## src/rtl/prach_pkg.sv

```systemverilog
// Shared definitions for the PRACH HB2 front-end: channel count, sample type
// and the write/read FSM state encodings of the corner-turn scheduler.
package prach_pkg;

  localparam int NumChannel = 32;

  typedef logic signed [15:0] sample_t;

  typedef enum logic {
    W_IDLE = 1'b0,
    W_FILL = 1'b1
  } wr_state_t;

  typedef enum logic {
    R_IDLE = 1'b0,
    R_RUN  = 1'b1
  } rd_state_t;

endpackage

```

## src/rtl/prach_pp_ram.sv

```systemverilog
// Simple dual-port RAM, one write and one registered read port.
// Contents are never reset.
module prach_pp_ram #(
  parameter int Width = 16,
  parameter int AddrW = 5
) (
  input  logic             clk,
  input  logic             we,
  input  logic [AddrW-1:0] waddr,
  input  logic [Width-1:0] wdata,
  input  logic [AddrW-1:0] raddr,
  output logic [Width-1:0] rdata
);

  (* ramstyle = "mlab" *) logic [Width-1:0] mem [2**AddrW];

  // write port
  always_ff @(posedge clk) begin
    if (we) begin
      mem[waddr] <= wdata;
    end
  end

  // registered read port
  always_ff @(posedge clk) begin
    rdata <= mem[raddr];
  end

endmodule

```

## src/rtl/prach_hb2_sched.sv

```systemverilog
// Corner-turn scheduler: buffers phase-major TDM frames in a ping-pong memory
// and replays them channel-major as even/odd polyphase pairs for the HB2 channel.
module prach_hb2_sched #(
  parameter int NumChannel = prach_pkg::NumChannel,
  parameter int Width      = 16
) (
  input  logic             clk,
  input  logic             rst_n,
  input  logic [Width-1:0] din_dq0,
  input  logic [Width-1:0] din_dq1,
  input  logic             din_valid,
  input  logic             sync_in,
  output logic [Width-1:0] dout_dp1,
  output logic [Width-1:0] dout_dp2,
  output logic [7:0]       dout_chn,
  output logic             dout_valid,
  output logic             sync_out,
  output logic             err_sync
);

  import prach_pkg::*;

  localparam int B  = NumChannel / 2;
  localparam int CW = $clog2(NumChannel);
  localparam int IW = $clog2(B);
  localparam int AW = IW + 1;
  localparam logic [CW-1:0] LastBeat = CW'(NumChannel - 1);
  localparam logic [CW-1:0] HalfBeat = CW'(B);

  wr_state_t        wstate;
  logic [CW-1:0]    wcnt;
  logic             wbank;
  rd_state_t        rstate;
  logic [CW-1:0]    rcnt;
  logic             rbank;
  logic [1:0]       full;
  logic [1:0]       full_set;
  logic [1:0]       full_clr;
  logic             wr_go;
  logic             wr_odd;
  logic             wr_done;
  logic             rd_done;
  logic             we_even;
  logic             we_odd;
  logic [CW-1:0]    wr_beat;
  logic [AW-1:0]    wr_addr;
  logic [AW-1:0]    rd_addr;
  logic [Width-1:0] ev0, ev1, od0, od1;
  logic             v1;
  logic [CW-1:0]    chn1;

  // A sync beat always lands as beat 0, whether starting or restarting a frame
  always_comb begin
    wr_go    = din_valid & (sync_in | (wstate == W_FILL));
    wr_beat  = sync_in ? '0 : wcnt;
    wr_odd   = (wr_beat >= HalfBeat);
    wr_addr  = {wbank, IW'(wr_odd ? (wr_beat - HalfBeat) : wr_beat)};
    we_even  = wr_go & ~wr_odd;
    we_odd   = wr_go & wr_odd;
    wr_done  = wr_go & (wr_beat == LastBeat);
    rd_done  = (rstate == R_RUN) & (rcnt == LastBeat);
    rd_addr  = {rbank, IW'(rcnt >> 1)};
    full_set = wr_done ? (2'b01 << wbank) : 2'b00;
    full_clr = rd_done ? (2'b01 << rbank) : 2'b00;
  end

  always_ff @(posedge clk) begin
    if (!rst_n) begin
      wstate   <= W_IDLE;
      wcnt     <= '0;
      wbank    <= 1'b0;
      err_sync <= 1'b0;
    end else begin
      err_sync <= din_valid & sync_in & (wstate == W_FILL) & (wcnt != '0);
      if (wr_go) begin
        if (wr_done) begin
          wstate <= W_IDLE;
          wcnt   <= '0;
          wbank  <= ~wbank;
        end else begin
          wstate <= W_FILL;
          wcnt   <= wr_beat + 1'b1;
        end
      end
    end
  end

  // release and fill always hit different banks, so both may land in one cycle
  always_ff @(posedge clk) begin
    if (!rst_n) begin
      full <= 2'b00;
    end else begin
      full <= (full & ~full_clr) | full_set;
    end
  end

  always_ff @(posedge clk) begin
    if (!rst_n) begin
      rstate <= R_IDLE;
      rcnt   <= '0;
      rbank  <= 1'b0;
    end else begin
      case (rstate)
        R_IDLE: begin
          rcnt <= '0;
          if (full[rbank]) begin
            rstate <= R_RUN;
          end
        end
        R_RUN: begin
          if (rcnt == LastBeat) begin
            rcnt  <= '0;
            rbank <= ~rbank;
            if (!full[~rbank]) begin
              rstate <= R_IDLE;
            end
          end else begin
            rcnt <= rcnt + 1'b1;
          end
        end
        default: begin
          rstate <= R_IDLE;
          rcnt   <= '0;
        end
      endcase
    end
  end

  // stage 1 tracks the slot alongside the RAM read; stage 2 drives the outputs
  always_ff @(posedge clk) begin
    if (!rst_n) begin
      v1         <= 1'b0;
      chn1       <= '0;
      dout_valid <= 1'b0;
      sync_out   <= 1'b0;
      dout_chn   <= 8'd0;
      dout_dp1   <= '0;
      dout_dp2   <= '0;
    end else begin
      v1   <= (rstate == R_RUN);
      chn1 <= rcnt;
      if (v1) begin
        dout_valid <= 1'b1;
        sync_out   <= (chn1 == '0);
        dout_chn   <= 8'(chn1);
        dout_dp2   <= chn1[0] ? ev1 : ev0;
        dout_dp1   <= chn1[0] ? od1 : od0;
      end else begin
        dout_valid <= 1'b0;
        sync_out   <= 1'b0;
        dout_chn   <= 8'd0;
        dout_dp1   <= '0;
        dout_dp2   <= '0;
      end
    end
  end

  prach_pp_ram #(.Width(Width), .AddrW(AW)) u_ram_ev0 (
    .clk(clk), .we(we_even), .waddr(wr_addr), .wdata(din_dq0), .raddr(rd_addr), .rdata(ev0)
  );
  prach_pp_ram #(.Width(Width), .AddrW(AW)) u_ram_ev1 (
    .clk(clk), .we(we_even), .waddr(wr_addr), .wdata(din_dq1), .raddr(rd_addr), .rdata(ev1)
  );
  prach_pp_ram #(.Width(Width), .AddrW(AW)) u_ram_od0 (
    .clk(clk), .we(we_odd), .waddr(wr_addr), .wdata(din_dq0), .raddr(rd_addr), .rdata(od0)
  );
  prach_pp_ram #(.Width(Width), .AddrW(AW)) u_ram_od1 (
    .clk(clk), .we(we_odd), .waddr(wr_addr), .wdata(din_dq1), .raddr(rd_addr), .rdata(od1)
  );

endmodule

```

## config.mk

```make
export PLATFORM = sky130hd
export DESIGN_NAME = prach_hb2_sched
export DESIGN_NICKNAME = d
export VERILOG_FILES = /design/src/rtl/prach_pkg.sv /design/src/rtl/prach_pp_ram.sv /design/src/rtl/prach_hb2_sched.sv
export SDC_FILE = /design/constraint.sdc
export NUM_CORES = 2
export LEC_CHECK = 0
export BUFFER_PORTS_ARGS = -buffer_cell sky130_fd_sc_hd__buf_2
export CAP_MARGIN = 20
export CORE_ASPECT_RATIO = 2
export CORE_MARGIN = 2
export CORE_UTILIZATION = 60
export DETAILED_ROUTE_END_ITERATION = 6
export GPL_TIMING_DRIVEN = 1
export PLACE_DENSITY = 0.77
export REMOVE_ABC_BUFFERS = 1
export SLEW_MARGIN = 30
export SYNTH_ARGS = -nofsm -noshare
export SYNTH_HDL_FRONTEND = slang
export SYNTH_HIERARCHICAL = 1
export SYNTH_SLANG_ARGS = --single-unit
```

## constraint.sdc

```tcl
create_clock -name clk -period 9.51 [get_ports clk]
set_clock_uncertainty 0.05 [all_clocks]
set_input_delay 0.951 -clock clk [delete_from_list [all_inputs] [get_ports clk]]
set_output_delay 0.951 -clock clk [all_outputs]
set_load 0.005 [all_outputs]
```

==> results.py <==
metrics = {
    "run_status": {
        "outcome": "finished clean",
    },
    "power_and_ir_drop": {
        "peakVddDrop_v": 0.000120,
        "clkPwrFrac_pct": 40.1,
        "power.switching_w": 0.00338,
        "p_int_w": 0.0145,
        "leakage_nw": 27.7,
        "swShare_pct": 18.9,
        "finalPower_w": 0.0179,
        "combPwrFrac_pct": 1.3,
        "power.density_mw_per_mm2": 194,
        "seq_power_share_pct": 58.6,
    },
    "global_routing": {
        "met1_usage_pct": 30.0,
        "track_usage_pct": 25.7,
        "grtUsageMet2_pct": 47.3,
        "top_usage_layer": "met2",
        "gr-total-overflow": 0,
        "grt_pass1_wl_um": 276000,
        "antenna_found_initial": 3,
        "grt_pass1_vias": 43500,
        "grt_start_max_net_pins": 135,
        "grt_util_met3_pct": 2.51,
    },
    "placement": {
        "pre_cts_slack_ps": 5660,
        "gp_congestion": 0.848,
        "dp_hpwl_um": 111000,
        "port_buffers": 75,
    },
    "setup_path": {
        "cp_slowest_cell": "dfxtp_4",
        "path_buf_inv": 2,
        "worstSetupPathType": "flip-flop to flip-flop",
        "cp-startpoint": "rcnt[1]",
        "critical_path_cell_count": 7,
        "startpoint_type": "flip-flop",
        "critPathCaptureType": "flip-flop",
        "worstPathCellList": "buf_4 > buf_12 > mux2i_1 > a22o_1 > nor3_1 > a31oi_1 > nand3_1",
        "critPathMaxFanout": 132,
        "rrSetupSlack_ps": 5980,
        "crit_family": "buffers and inverters",
        "cp_data_required_time_ps": 10130,
        "arrival_ps": 4150,
        "reg2reg_depth": 7,
        "max_stage_delay_ps": 960,
        "r2r_start": "rcnt[1]",
    },
    "synthesis": {
        "ys_types": 44,
        "synth-edff-count": 2048,
        "synth_xor_area_share_pct": 0.0415,
        "synth-seq-cells": 2174,
        "synth_fa_ha_area_share_pct": 0.0593,
        "synth_simple_gate_area_share_pct": 3.92,
        "syn_area_mm2": 0.0844,
        "synthCells": 4798,
        "async_flop_share_pct": 0,
        "ys_seq_area_share_pct": 75.8,
        "yosys_most_used_dff": "edfxtp_1",
        "synth_top_family_by_area": "multiplexers",
        "yosys_warnings": 6,
        "ys_top_cells_by_area": "edfxtp_1 (73%), mux2i_1 (13%), dfxtp_1 (3.0%)",
        "netlist.area_leader.share_pct": 72.8,
        "synthMuxAreaShare_pct": 12.5,
        "yosysTopAreaCell": "edfxtp_1",
        "synth_compound_area_share_pct": 4.97,
        "syn_area_per_cell_um2": 17.6,
    },
    "timing": {
        "slew_headroom_pct": 31.4,
        "max_freq_mhz": 283,
        "finalHoldViolCount": 0,
        "post-route-period-util_pct": 37.1,
        "fin_crit_ps": 3530,
        "final_max_slew_viol_count": 0,
        "fin_setup_tns_ps": 0,
        "rsz0062_at_grt": "false",
        "setup_ws_ps": 5980,
        "setup_viol": 0,
        "tightest_slew_ps": 1030,
    },
    "cts": {
        "clockRootBuffer": "clkbuf_16",
        "cts_resized": 0,
        "clockBufferDepth": 4,
        "cts_made_buffers": 176,
        "hold_buffers": 0,
        "clk_pin_slew_ps": 70,
        "cts_tree": "yes",
        "cts_setup_buffers": 0,
        "insertion_delay_ps": 800,
        "h-tree-depth": 4,
        "numClockSinks": 2174,
    },
    "routing": {
        "drt-pass1-iter-count": 6,
        "routedWlPerCell_um": 27.0,
        "viasPerCell": 6.24,
        "ant_nets": 0,
        "drc_errors": 0,
        "wl_um": 188000,
        "vias": 43300,
        "first_iter_violations": 4490,
    },
    "floorplan": {
        "die_area_mm2": 0.144,
        "fp-row-count": 194,
        "die_x_um": 269,
        "die_h_um": 535,
        "initial_utilization_pct": 60.5,
        "core_mm2": 0.140,
        "ios": 79,
    },
    "min_path": {
        "hold_class": "flip-flop to flip-flop",
        "worstHoldPathCells": 1,
        "worstHoldStart": "chn1[4]",
    },
    "final_layout": {
        "mostFrequentLayoutCell": "edfxtp_1",
        "multiInputGateArea_mm2": 0.0183,
        "syn2layout_area_growth_pct": 9.13,
        "fin_util_pct": 66.0,
        "final_cell_mix": "edfxtp_1 (2048), mux2i_1 (1056), a22oi_1 (256), clkbuf_16 (179), buf_4 (172)",
        "drive_gt1_share_pct": 11.1,
        "nNetsFinal": 4991,
        "fillers": 9062,
        "seq_area_mm2": 0.0640,
    },
    "run": {
        "cap_violations": 0,
    },
}
==> power by group through the flow <==
| stage | registers (W) | logic [W] | clock network, W |
|---|---|---|---|
| floorplan | 0.0107 | 0.0000356 | 0 |
| global placement | 0.0107 | 0.000228 | 0 |
| detailed placement | 0.0107 | 0.000240 | 0 |
| CTS | 0.0105 | 0.000241 | 0.00726 |
| global route | 0.0105 | 0.000254 | 0.00760 |
| finish | 0.0105 | 0.000238 | 0.00717 |
==> Yosys cell counts (3+ instances only) <==
library cell,number
nand4_1,65
o21ai_0,3
a21oi_1,138
mux2i_1,1056
or3b_2,12
buf_8,24
nor2_4,4
a31oi_1,65
and2_1,12
or3_1,6
buf_2,81
ha_1,4
buf_4,79
buf_6,25
buf_12,20
a22o_1,128
a22oi_1,256
edfxtp_1,2048
nand3_1,138
nand2b_1,9
dfxtp_1,126
nor2b_1,14
nand2_1,141
nor3_1,66
nor2_1,173
and3_1,7
or2_1,4
nand3b_1,22
clkbuf_1,52
==> layout make-up <==
type,instances,share of cell area (%)
flip-flops and latches,2174,69.5
multi-input cells,2342,19.9
clock buffers,226,5.20
well taps,1862,2.53
repair buffers,254,1.99
clock inverters,86,0.904
inverters,3,0.0122
diodes,2,0.00543
==> worst paths after layout <==
kind / endpoint
worst min register to register: sync_out
worst max-delay path: u_ram_ev1/rdata[6]
worst min-delay path: sync_out
worst max register to register: u_ram_ev1/rdata[6]
==> kinds of logic (layout without fill, tap and decap cells) <==
group           count (synthesis)  in the layout
compound gates                595            595
xor+xnor                        4              4
fa+ha+maj                       4              4
buf+inv                       284            569
flops                        2174           2174
mux                          1056           1056
other cells                     1              5
simple gates                  680            680
==> sequential cells by signal, summed over array words and instances, names as in the netlist, 16 cells and up <==
register	cells
dout_dp2	16
u_ram_ev0/rdata	16
u_ram_ev0/mem	512
dout_dp1	16
u_ram_ev1/rdata	16
u_ram_od1/mem	512
u_ram_ev1/mem	512
u_ram_od0/mem	512
u_ram_od1/rdata	16
u_ram_od0/rdata	16
==> per-stage QoR <==
| step | cells | area, µm² | hold WS (ps) |
|---|---|---|---|
| after floorplan | 4519 | 82200 | 339 |
| after global placement | 6634 | 86400 | 350 |
| after detailed placement | 6634 | 86500 | 357 |
| after CTS | 6946 | 92100 | 367 |
| after global routing | 6948 | 92100 | 397 |
| final | 6949 | 92100 | 365 |
==> layer usage <==
metal / wire length (µm) / part of all wire, %
met4: 10200 / 5.4
met5: 28 / 0.015
met2: 101000 / 54
met1: 66100 / 35
met3: 10500 / 5.6
Note: power is estimated with default switching activity, not from simulation.
